--- config.mk ---
export PLATFORM = sky130hd
export DESIGN_NAME = digit_scan_driver
export DESIGN_NICKNAME = d
export VERILOG_FILES = /design/src/rtl/digit_scan_driver.sv
export SDC_FILE = /design/constraint.sdc
export NUM_CORES = 1
export LEC_CHECK = 0
export ABC_AREA = 1
export CORE_MARGIN = 8
export CORE_UTILIZATION = 53
export CTS_CLUSTER_SIZE = 28
export DETAILED_ROUTE_END_ITERATION = 10
export GPL_ROUTABILITY_DRIVEN = 1
export PLACE_DENSITY = 0.79
export SKIP_LAST_GASP = 1
export SYNTH_ARGS = -nofsm -noshare
export SYNTH_HDL_FRONTEND = slang
export SYNTH_SLANG_ARGS = --single-unit
--- constraint.sdc ---
create_clock -name clk -period 3.2 [get_ports clk]
set_input_delay 0.96 -clock clk [delete_from_list [all_inputs] [get_ports clk]]
set_output_delay 0.96 -clock clk [all_outputs]
set_load 0.01 [all_outputs]
--- src/rtl/digit_scan_driver.sv ---
// Six-digit common-anode seven-segment scanner. Each frame works from a snapshot
// of the BCD bus, with optional hidden masking and leading-zero blanking.
module digit_scan_driver #(
    parameter int PRESCALE = 4,
    parameter bit LZB      = 1'b1
) (
    input  logic       clk,
    input  logic       reset_n,
    input  logic [3:0] d1,
    input  logic [3:0] d2,
    input  logic [3:0] d3,
    input  logic [3:0] d4,
    input  logic [3:0] d5,
    input  logic [3:0] d6,
    input  logic       hidden,
    output logic [5:0] an,
    output logic [6:0] seg,
    output logic       frame_tick
);

    localparam int PW = (PRESCALE > 1) ? $clog2(PRESCALE) : 1;
    localparam logic [PW-1:0] PRESC_LAST = PW'(PRESCALE - 1);
    localparam logic [6:0] SEG_BLANK = 7'b1111111;
    localparam logic [6:0] SEG_DASH  = 7'b0111111;

    logic [PW-1:0] presc_reg, presc_next;
    logic [2:0]    idx_reg, idx_next;
    logic [3:0]    snap_reg [6];
    logic          snap_hidden_reg;
    logic [5:0]    an_reg, an_next;
    logic [6:0]    seg_reg, seg_next;
    logic          frame_tick_reg;

    logic          tick;
    logic          wrap;
    logic [3:0]    din   [6];
    logic [3:0]    cur_d [6];
    logic          cur_hidden;
    logic [5:0]    is_zero;
    logic [5:0]    blank;
    logic [3:0]    sel_digit;
    logic          sel_blank;

    function automatic logic [6:0] bcd_to_seg(input logic [3:0] v);
        logic [6:0] s;
        case (v)
            4'd0:    s = 7'b1000000;
            4'd1:    s = 7'b1111001;
            4'd2:    s = 7'b0100100;
            4'd3:    s = 7'b0110000;
            4'd4:    s = 7'b0011001;
            4'd5:    s = 7'b0010010;
            4'd6:    s = 7'b0000010;
            4'd7:    s = 7'b1111000;
            4'd8:    s = 7'b0000000;
            4'd9:    s = 7'b0010000;
            default: s = SEG_BLANK;
        endcase
        return s;
    endfunction

    assign din[0] = d1;
    assign din[1] = d2;
    assign din[2] = d3;
    assign din[3] = d4;
    assign din[4] = d5;
    assign din[5] = d6;

    assign tick = (presc_reg == PRESC_LAST);
    assign wrap = tick && (idx_reg == 3'd5);

    // On the wrap edge decode straight from the bus so the first digit of the
    // new frame already reflects the values being captured.
    assign cur_hidden = wrap ? hidden : snap_hidden_reg;

    genvar gi;
    generate
        for (gi = 0; gi < 6; gi++) begin : g_digit
            assign cur_d[gi]   = wrap ? din[gi] : snap_reg[gi];
            assign is_zero[gi] = (cur_d[gi] == 4'd0);
            if (gi < 5) begin : g_lzb
                // A digit is a leading zero only if it and every digit to its left are exactly 0.
                assign blank[gi] = LZB && (&is_zero[gi:0]);
            end else begin : g_last
                assign blank[gi] = 1'b0;
            end
        end
    endgenerate

    // Next-state logic: prescaler and scan index.
    always_comb begin
        presc_next = tick ? '0 : presc_reg + 1'b1;
        idx_next   = idx_reg;
        if (tick) begin
            idx_next = (idx_reg == 3'd5) ? 3'd0 : idx_reg + 3'd1;
        end
    end

    // Output logic for the position being entered.
    always_comb begin
        sel_digit = 4'd0;
        sel_blank = 1'b0;
        case (idx_next)
            3'd0: begin sel_digit = cur_d[0]; sel_blank = blank[0]; end
            3'd1: begin sel_digit = cur_d[1]; sel_blank = blank[1]; end
            3'd2: begin sel_digit = cur_d[2]; sel_blank = blank[2]; end
            3'd3: begin sel_digit = cur_d[3]; sel_blank = blank[3]; end
            3'd4: begin sel_digit = cur_d[4]; sel_blank = blank[4]; end
            3'd5: begin sel_digit = cur_d[5]; sel_blank = blank[5]; end
            default: begin sel_digit = 4'd0; sel_blank = 1'b1; end
        endcase

        an_next = ~(6'b000001 << idx_next);
        if (cur_hidden) begin
            seg_next = SEG_DASH;
        end else if (sel_blank) begin
            seg_next = SEG_BLANK;
        end else begin
            seg_next = bcd_to_seg(sel_digit);
        end
    end

    always_ff @(posedge clk) begin
        if (!reset_n) begin
            presc_reg       <= '0;
            idx_reg         <= 3'd5;
            for (int i = 0; i < 6; i++) begin
                snap_reg[i] <= 4'd0;
            end
            snap_hidden_reg <= 1'b0;
            an_reg          <= 6'b111111;
            seg_reg         <= SEG_BLANK;
            frame_tick_reg  <= 1'b0;
        end else begin
            presc_reg      <= presc_next;
            frame_tick_reg <= wrap;
            if (tick) begin
                idx_reg <= idx_next;
                an_reg  <= an_next;
                seg_reg <= seg_next;
            end
            if (wrap) begin
                for (int i = 0; i < 6; i++) begin
                    snap_reg[i] <= din[i];
                end
                snap_hidden_reg <= hidden;
            end
        end
    end

    assign an         = an_reg;
    assign seg        = seg_reg;
    assign frame_tick = frame_tick_reg;

endmodule

==> results of run 1 <==
[stage by stage]
step / hold slack (ns) / total power, uW
finish: 0.4267 / 1349
global placement: 0.4084 / 970.5
detailed placement: 0.4171 / 979.5
global route: 0.4510 / 1428
floorplan: 0.3992 / 875.0
CTS: 0.4293 / 1356
[synth_stat cells]
library cell,number
inv_1,49
a21oi_1,7
nor3_1,2
o21ai_0,2
o21a_1,1
nor2_4,1
clkinv_4,1
nand4_1,1
edfxtp_1,24
o211ai_1,2
a21oi_2,1
clkbuf_1,3
nand3_1,16
or2_1,1
nand2_4,1
nor2_8,1
nor2_2,2
inv_2,4
buf_2,1
o21ai_1,8
buf_6,1
nor2_1,84
a31oi_1,1
dfxtp_1,20
nand2_1,113
clkinv_1,1
buf_4,3
nand4_4,1
ha_1,6
nand2_2,5
o21ai_2,1
[area by class of cell]
type / instances / area share
Clock buffer: 6 / 0.02669
Sequential cell: 44 / 0.3623
Inverter: 55 / 0.06834
Timing Repair Buffer: 44 / 0.1431
Multi-Input combinational cell: 257 / 0.3736
Clock inverter: 2 / 0.004044
Tap cell: 54 / 0.02184
[metal layers]
| metal | global-route usage | part of all wire |
|---|---|---|
| met5 | 0 | 0 |
| met4 | 0.07443 | 0.021 |
| met2 | 0.2798 | 0.49 |
| met3 | 0.05019 | 0.045 |
| met1 | 0.1922 | 0.44 |
[cells by family after synthesis]
family | Yosys count | synth area share
AOI/OAI and AO/OA | 23 | 0.05175
adders and majority gates | 6 | 0.02957
buffers and inverters | 63 | 0.1030
DFF | 44 | 0.4416
and+or+nand+nor | 228 | 0.3741
[worst min path at each step]
stage	endpoint	slack, ns	depth (start not counted)
6_report	presc_reg[0]	0.43	1
5_1_grt	presc_reg[0]	0.45	1
4_1_cts	presc_reg[0]	0.43	1
3_5_place_dp	presc_reg[0]	0.42	1
3_3_place_gp	presc_reg[0]	0.41	1
2_1_floorplan	presc_reg[0]	0.40	1
[critical path: stages (launching register included)]
cell and delay [ns]:
dfxtp_1 0.34, ha_1 0.19, nand2_2 0.12, nor2_2 0.41, buf_4 0.28, nand2_1 0.09
nand2_1 0.09, nand2_1 0.05, nand2_1 0.06, nor2_1 0.05, nand2_1 0.14, inv_1 0.10
ha_1 0.28, nor2_1 0.14, nor2_1 0.06, nor2_1 0.10, nor2_1 0.05
[power breakdown]
| part | total [uW] | internal (uW) | switching [uW] |
|---|---|---|---|
| Combinational | 321 | 124 | 197 |
| Sequential | 646 | 631 | 14.3 |
| Clock | 383 | 176 | 207 |
| Total | 1350 | 931 | 418 |
==> flow_summary.yaml, run 1 <==
timing:
  slew_headroom: 0.6484
  rsz0062_at_grt: "false"
  finalCritPeriodShare: 0.8258
  finalMaxSlewViolations: 0
  setup_violations: 0
  final.setup.worst_slack_ns: 0.5574
  max_clock_freq_mhz: 378.4
  fin_crit_ns: 2.643
  worstMarginPinSlew_ns: 0.5255
  fin_worst_skew_ns: 0.007778
  finalHoldViolCount: 0
  setup_tns_ns: 0
final_layout:
  antennaDiodeCount: 0
  num-nets-final: 440
  multiInputGateArea_mm2: 0.001156
  num-fill-cells: 438
  syn_to_final_growth_pct: 21.88
  post-route-util: 0.6639
  final_cells: 462
  seqCellArea_mm2: 0.001121
  largest_reg_flops: 24
  final_cell_mix: "113 x nand2_1, 84 x nor2_1, 49 x inv_1"
  mostFrequentLayoutCell: "nand2_1"
  drive_gt1_frac: 0.07353
  post-route-cell-area_mm2: 0.003094
yosys:
  synth.area.top_cells: "edfxtp_1 28%, nand2_1 17%, dfxtp_1 16%"
  synth_largest_area_cell: "edfxtp_1"
  syn_avg_cell_area_um2: 6.974
  yosysSeqAreaShare: 0.4416
  yosys_warnings: 0
  synth_cell_types: 31
  ys_ff_latch: 44
  syn_nets: 397
  syn-cell-area_mm2: 0.002539
  syn_inst: 364
  synthDominantCellAreaShare: 0.2839
clock_network:
  worstSkewPairLatency_ns: 0.31
  cts_buffers: 5
  clock-sinks: 44
  cts_tree: "yes"
  post_cts_buffers: 0
  htreeDepth: 2
  root_buffer: "clkbuf_8"
  path_clk_slew_ns: 0.09
  hold_buffers: 0
  post_cts_resized: 0
  cts_buffer_depth: 2
floorplan:
  io_pins: 41
  die_w_um: 85.21
  num_rows: 25
  start_util: 0.5447
  core_area_mm2: 0.004661
  die_area_mm2: 0.007261
  die_h_um: 85.21
critical_path:
  r2r_slack_ns: 0.56
  r2r-end: "seg[3]"
  reg2reg_from: "presc_reg[0]"
  crit_arrival_ns: 2.85
  critical_path.startpoint: "presc_reg[0]"
  cp_max_fo: 13
  crit_end: "seg[3]"
  worst_r2r_path_depth: 16
  critPathKind: "reg -> reg"
  worst_setup_path_start_kind: "flop"
  crit_required_ns: 3.41
  worst_setup_path_end_kind: "flop"
global_route:
  grt_pass1_vias: 2179
  grt_use_total: 0.1674
  grt_antenna_before_repair: 0
  grt_pass1_wl_um: 9666
  grt_max_degree: 33
  overflow: 0
place:
  io_buffers: 40
  routabilityCongestion: 0.8588
  dp_slack_ns: 0.3351
  dpl_cell_area_mm2: 0.002999
  dp_cells: 454
  hpwlAfterDp_um: 4411
pwr:
  peakVddDrop_uv: 277.5
  p_leak_uw: 0.001517
  powerDensity_mw_per_mm2: 436.1
detailed_routing:
  antenna_left: 0
  drc: 0
  wl_per_cell_um: 12.42
  viasPerCell: 4.946
  drtPass1Iterations: 4
  via_count: 2285
  drt_iter0_drc: 230
  routed_wirelength_um: 5737
min_path:
  worstHoldPathType: "reg -> reg"
  hold_start: "presc_reg[0]"
run:
  maxCapViolCount: 0
outcome:
  status: "finished, final reports clean"
(Power assumes the default switching activity.)
==> run 2: changes to the inputs <==
CORE_UTILIZATION = 48   (was 53)
PLACE_DENSITY = 0.76   (was 0.79)
clock period = 2.2 ns   (was 3.2 ns; I/O delays follow)
==> run 2 against run 1 <==
  * The run now ends with negative setup slack left
  * Setup slack lost 0.63 ns
  * Count of clock-buffer cells in the layout is 1 higher
  * Largest power group unchanged
  * Combinational power increased by 140%
  * Critical path depth is the same
  * First-iteration DRC count fell by 29%
  * Fmax up 16%
  * Sequential share of layout area fell by 6.9 points
  * Power grew 65%
==> flow_summary.yaml, run 2 (synthesized netlist as in run 1, its figures left out) <==
outcome:
  status: "finished, violations left"
  violations: "negative setup slack"
critical_path:
  crit_arrival_ns: 2.48
  worst_r2r_path_depth: 16
  worst_setup_path_end_kind: "flop"
  crit_required_ns: 2.41
  cp_max_fo: 6
  worst_setup_path_start_kind: "flop"
  critPathKind: "reg -> reg"
floorplan:
  die_area_mm2: 0.007872
  num_rows: 26
  die_w_um: 88.73
  io_pins: 41
  die_h_um: 88.73
  core_area_mm2: 0.005107
  start_util: 0.4971
pwr:
  sw_frac_of_total: 0.3269
  p_seq_frac: 0.424
  power.internal_uw: 1501
  power_frac_comb: 0.342
  p_clk_frac: 0.234
  p_leak_uw: 0.001825
  peakVddDrop_uv: 303.7
  powerDensity_mw_per_mm2: 581.5
  power_uw: 2230
  switchingPower_uw: 729.0
timing:
  slew_headroom: 0.6968
  worstMarginPinSlew_ns: 0.4543
  setup_violations: 5
  max_clock_freq_mhz: 440.3
  finalMaxSlewViolations: 0
  fin_crit_ns: 2.271
  finalCritPeriodShare: 1.032
  rsz0062_at_grt: "true"
  final.setup.worst_slack_ns: -0.07093
  fin_worst_skew_ns: 0.005529
  finalHoldViolCount: 0
final_layout:
  final_cells: 535
  final_cell_mix: "97 x nand2_1, 73 x nor2_1, 49 x buf_4"
  largest_reg_flops: 24
  antennaDiodeCount: 0
  num-fill-cells: 365
  drive_gt1_frac: 0.2817
  num-nets-final: 497
  syn_to_final_growth_pct: 51.06
  mostFrequentLayoutCell: "nand2_1"
detailed_routing:
  routed_wirelength_um: 7558
  drtPass1Iterations: 4
  drc: 0
  drt_iter0_drc: 164
  via_count: 2628
  viasPerCell: 4.912
  antenna_left: 0
  wl_per_cell_um: 14.13
clock_network:
  clock-sinks: 44
  root_buffer: "clkbuf_8"
  cts_buffers: 5
  worstSkewPairLatency_ns: 0.31
  hold_buffers: 0
  cts_tree: "yes"
  path_clk_slew_ns: 0.08
  cts_buffer_depth: 2
  htreeDepth: 2
global_route:
  grt_max_degree: 25
  grt_antenna_before_repair: 0
  grt_use_total: 0.1729
  grt_pass1_vias: 2437
  overflow: 0
  grt_pass1_wl_um: 10640
min_path:
  whs_path_depth: 1
  worstHoldPathType: "reg -> reg"
place:
  io_buffers: 40
  hpwlAfterDp_um: 4769
  routabilityCongestion: 0.8698
  dp_cells: 507
run:
  maxCapViolCount: 0
-- run 2: cell types whose count changed in the layout (fill, tap and decap cells not counted), moves of 4 or more --
cell	change
buf_4	+46
nand2_1	-16
nand2_2	+11
nor2_1	-11
buf_6	+8
nor2_4	+7
dfxtp_1	-4
dfxtp_2	+4
ha_1	-4
ha_4	+4
inv_1	-4
nand2_4	+4
nor2_2	+4
-- run 2: metal layers --
| metal | share of wire | track usage | vias to the layer above |
|---|---|---|---|
| met5 | 0 | 0 | - |
| li1 | - | - | 1315 |
| met2 | 0.52 | 0.3147 | 76 |
| met1 | 0.40 | 0.1929 | 1207 |
| met3 | 0.050 | 0.04085 | 30 |
| met4 | 0.028 | 0.05069 | 0 |
-- run 2: power groups by stage --
stage | sequential, uW | clock (uW) | combinational, uW
5_1_grt | 951 | 561 | 823
3_3_place_gp | 955 | 0 | 543
6_report | 946 | 522 | 762
4_1_cts | 944 | 521 | 585
3_5_place_dp | 958 | 0 | 553
2_1_floorplan | 959 | 0 | 319
-- run 2: path summary, 6_finish.rpt --
check	end	startpoint	slack, ns
setup / recovery	seg[6]	idx_reg[2]	-0.07
hold / removal	presc_reg[0]	presc_reg[0]	0.46
setup reg to reg	seg[6]	idx_reg[2]	-0.07
hold reg to reg	presc_reg[0]	presc_reg[0]	0.46
-- run 2: timing repair --
item                       4_1_cts  5_1_grt
resized for setup               15       55
buffers inserted                 1       17
pin swaps                        3       37
hold endpoints to repair         0        0
gates cloned                     1        1
setup endpoints to repair        7        7
-- run 2: through the flow --
stage / worst slack, ns / cell area, um^2 / setup TNS [ns] / hold slack [ns] / util
after floorplan: 0.03273 / 2554 / 0 / 0.4039 / -
after global placement: -0.2071 / 3312 / -1.073 / 0.4165 / 0.6485
after detailed placement: -0.2582 / 3312 / -1.274 / 0.4509 / 0.6485
after CTS: -0.008467 / 3483 / -0.008467 / 0.4491 / 0.6820
after global routing: -0.1709 / 3835 / -0.9596 / 0.4651 / 0.7509
final: -0.07093 / 3835 / -0.2346 / 0.4564 / 0.7509
-- run 2: area by class of cell --
class	instances	area (um^2)	share of cell area
clock inverters	1	5.005	0.001305
repair buffers	99	898.4	0.2343
inverters	55	221.5	0.05775
clock buffers	7	80.08	0.02088
multi-input cells	259	1416	0.3693
flip-flops and latches	44	1126	0.2936
well taps	70	87.58	0.02284
-- run 2: critical path, stage by stage, from the launching register on --
cell and delay [ns]:
dfxtp_1 0.38, inv_2 0.10, nor2_4 0.23, buf_12 0.16, nand2_4 0.08, nand2_1 0.09, o21ai_0 0.08, nand2_1 0.08
nand2_1 0.06, nor2_1 0.09, nand2_1 0.11, buf_6 0.15, ha_4 0.14, o21ai_2 0.13, o21ai_1 0.11, nand3_1 0.11
nand2_1 0.05
==> run 3: changes to the inputs <==
PLACE_DENSITY = 0.73   (was 0.76)
==> run 3 against run 2 <==
  * The flow now finishes without violations
  * First-iteration DRC count increased by 21%
  * Via count grew 2.9%
  * Sequential share of layout area down 0.46 points
  * Hold slack worse by 0.018 ns
  * Fmax grew 3.9%
  * Register-to-register slack improved by 0.09 ns
  * Critical endpoint unchanged
==> flow_summary.yaml, run 3 (synthesized netlist as in run 1, its figures left out) <==
min_path:
  worstHoldPathType: "reg -> reg"
timing:
  fin_worst_skew_ns: 0.009879
  finalHoldViolCount: 0
  setup_violations: 0
  max_clock_freq_mhz: 457.6
  worstMarginPinSlew_ns: 0.4449
  finalMaxSlewViolations: 0
  rsz0062_at_grt: "true"
  final.setup.worst_slack_ns: 0.01455
  finalCritPeriodShare: 0.9934
  slew_headroom: 0.7031
  fin_crit_ns: 2.185
floorplan:
  start_util: 0.4971
  io_pins: 41
  core_area_mm2: 0.005107
  die_area_mm2: 0.007872
  die_w_um: 88.73
  die_h_um: 88.73
  num_rows: 26
clock_network:
  path_clk_slew_ns: 0.09
  cts_buffer_depth: 2
  root_buffer: "clkbuf_8"
  htreeDepth: 2
  cts_buffers: 5
  worstSkewPairLatency_ns: 0.31
  cts_tree: "yes"
  clock-sinks: 44
place:
  io_buffers: 40
  hpwlAfterDp_um: 4928
  dpl_cell_area_mm2: 0.003327
  routabilityCongestion: 0.8849
  dp_slack_ns: -0.2347
final_layout:
  largest_reg_flops: 24
  syn_to_final_growth_pct: 53.62
  mostFrequentLayoutCell: "nand2_1"
  antennaDiodeCount: 0
  drive_gt1_frac: 0.3204
  num-fill-cells: 359
  post-route-cell-area_mm2: 0.003900
  final_cell_mix: "86 x nand2_1, 73 x nor2_1, 44 x inv_1, 44 x buf_4, 40 x clkdlybuf4s50_1"
  num-nets-final: 497
pwr:
  peakVddDrop_uv: 397.3
  switchingPower_uw: 746.9
  p_clk_frac: 0.231
  p_seq_frac: 0.423
  powerDensity_mw_per_mm2: 574.5
  p_leak_uw: 0.001815
  sw_frac_of_total: 0.3334
  power.internal_uw: 1494
  power_frac_comb: 0.345
detailed_routing:
  drtPass1Iterations: 4
  viasPerCell: 5.054
  drc: 0
  via_count: 2704
  drt_iter0_drc: 198
  antenna_left: 0
  routed_wirelength_um: 7682
  wl_per_cell_um: 14.36
critical_path:
  crit_required_ns: 2.40
  worst_setup_path_end_kind: "flop"
  cp_max_fo: 4
  critPathKind: "reg -> reg"
  worst_setup_path_start_kind: "flop"
  crit_arrival_ns: 2.39
global_route:
  grt_pass1_wl_um: 10770
  overflow: 0
  grt_max_degree: 25
  grt_antenna_before_repair: 0
  grt_use_total: 0.1753
  grt_pass1_vias: 2422
run:
  maxCapViolCount: 0
outcome:
  status: "finished, final reports clean"
==> run 3: path summary, 6_finish.rpt <==
check	start	to	slack [ns]	depth (start not counted)
worst max-delay path	presc_reg[0]	seg[6]	0.01	17
worst min-delay path	presc_reg[0]	presc_reg[0]	0.44	1
worst max register to register	presc_reg[0]	seg[6]	0.01	17
worst min register to register	presc_reg[0]	presc_reg[0]	0.44	1
==> run 3: what timing repair did <==
action / 4_1_cts / 5_1_grt
hold endpoints to repair: 0 / 0
endpoints found under the setup margin: 7 / 7
gates resized for setup: 7 / 90
pin swaps: 0 / 39
gates cloned: 0 / 2
setup buffers: 1 / 15
hold buffers: 0 / 0
==> run 3: stage by stage <==
stage	instances	setup TNS, ns	utilization	power, uW	hold WS (ns)
after detailed placement	509	-1.351	0.6514	1524	0.4271
after global placement	509	-1.130	0.6514	1508	0.4170
final	535	0	0.7636	2241	0.4380
after global routing	535	-0.6615	0.7636	2345	0.4561
after CTS	518	0	0.6764	2043	0.4452
after floorplan	364	0	-	1278	0.4039
==> run 3: area by class of cell <==
class / count / area, um^2 / share of cell area
Sequential cell: 44 / 1127 / 0.2891
Tap cell: 70 / 87.58 / 0.02246
Clock inverter: 2 / 11.26 / 0.002887
Timing Repair Buffer: 99 / 917.1 / 0.2352
Inverter: 55 / 221.5 / 0.05679
Multi-Input combinational cell: 259 / 1463 / 0.3750
Clock buffer: 6 / 72.57 / 0.01861
==> run 3: worst max-delay path, cell delays in order, from the launching register on <==
cell and delay [ns]:
dfxtp_2 0.34, ha_4 0.19, inv_1 0.08, nand2_1 0.07
nand2_2 0.13, nor2_1 0.06, buf_4 0.15, nand3_2 0.07
nand2_2 0.05, inv_2 0.06, nand2_2 0.06, nor2_4 0.15
inv_2 0.07, ha_2 0.18, o21ai_2 0.15, o21ai_1 0.10
nand3_1 0.08, nand2_1 0.06
==> run 3: routing by layer <==
layer | part of all wire | wire length, um | global-route usage
met1 | 0.41 | 3164 | 0.2068
met2 | 0.51 | 3945 | 0.3005
met3 | 0.051 | 390 | 0.03250
met4 | 0.024 | 182 | 0.07680
met5 | 0 | 0 | 0
==> run 3: power by group through the flow <==
stage               Combinational, uW  Clock [uW]  Sequential (uW)
floorplan                         319           0              959
global route                      838         554              954
global placement                  553           0              955
detailed placement                567           0              958
finish                            774         519              948
CTS                               585         516              942
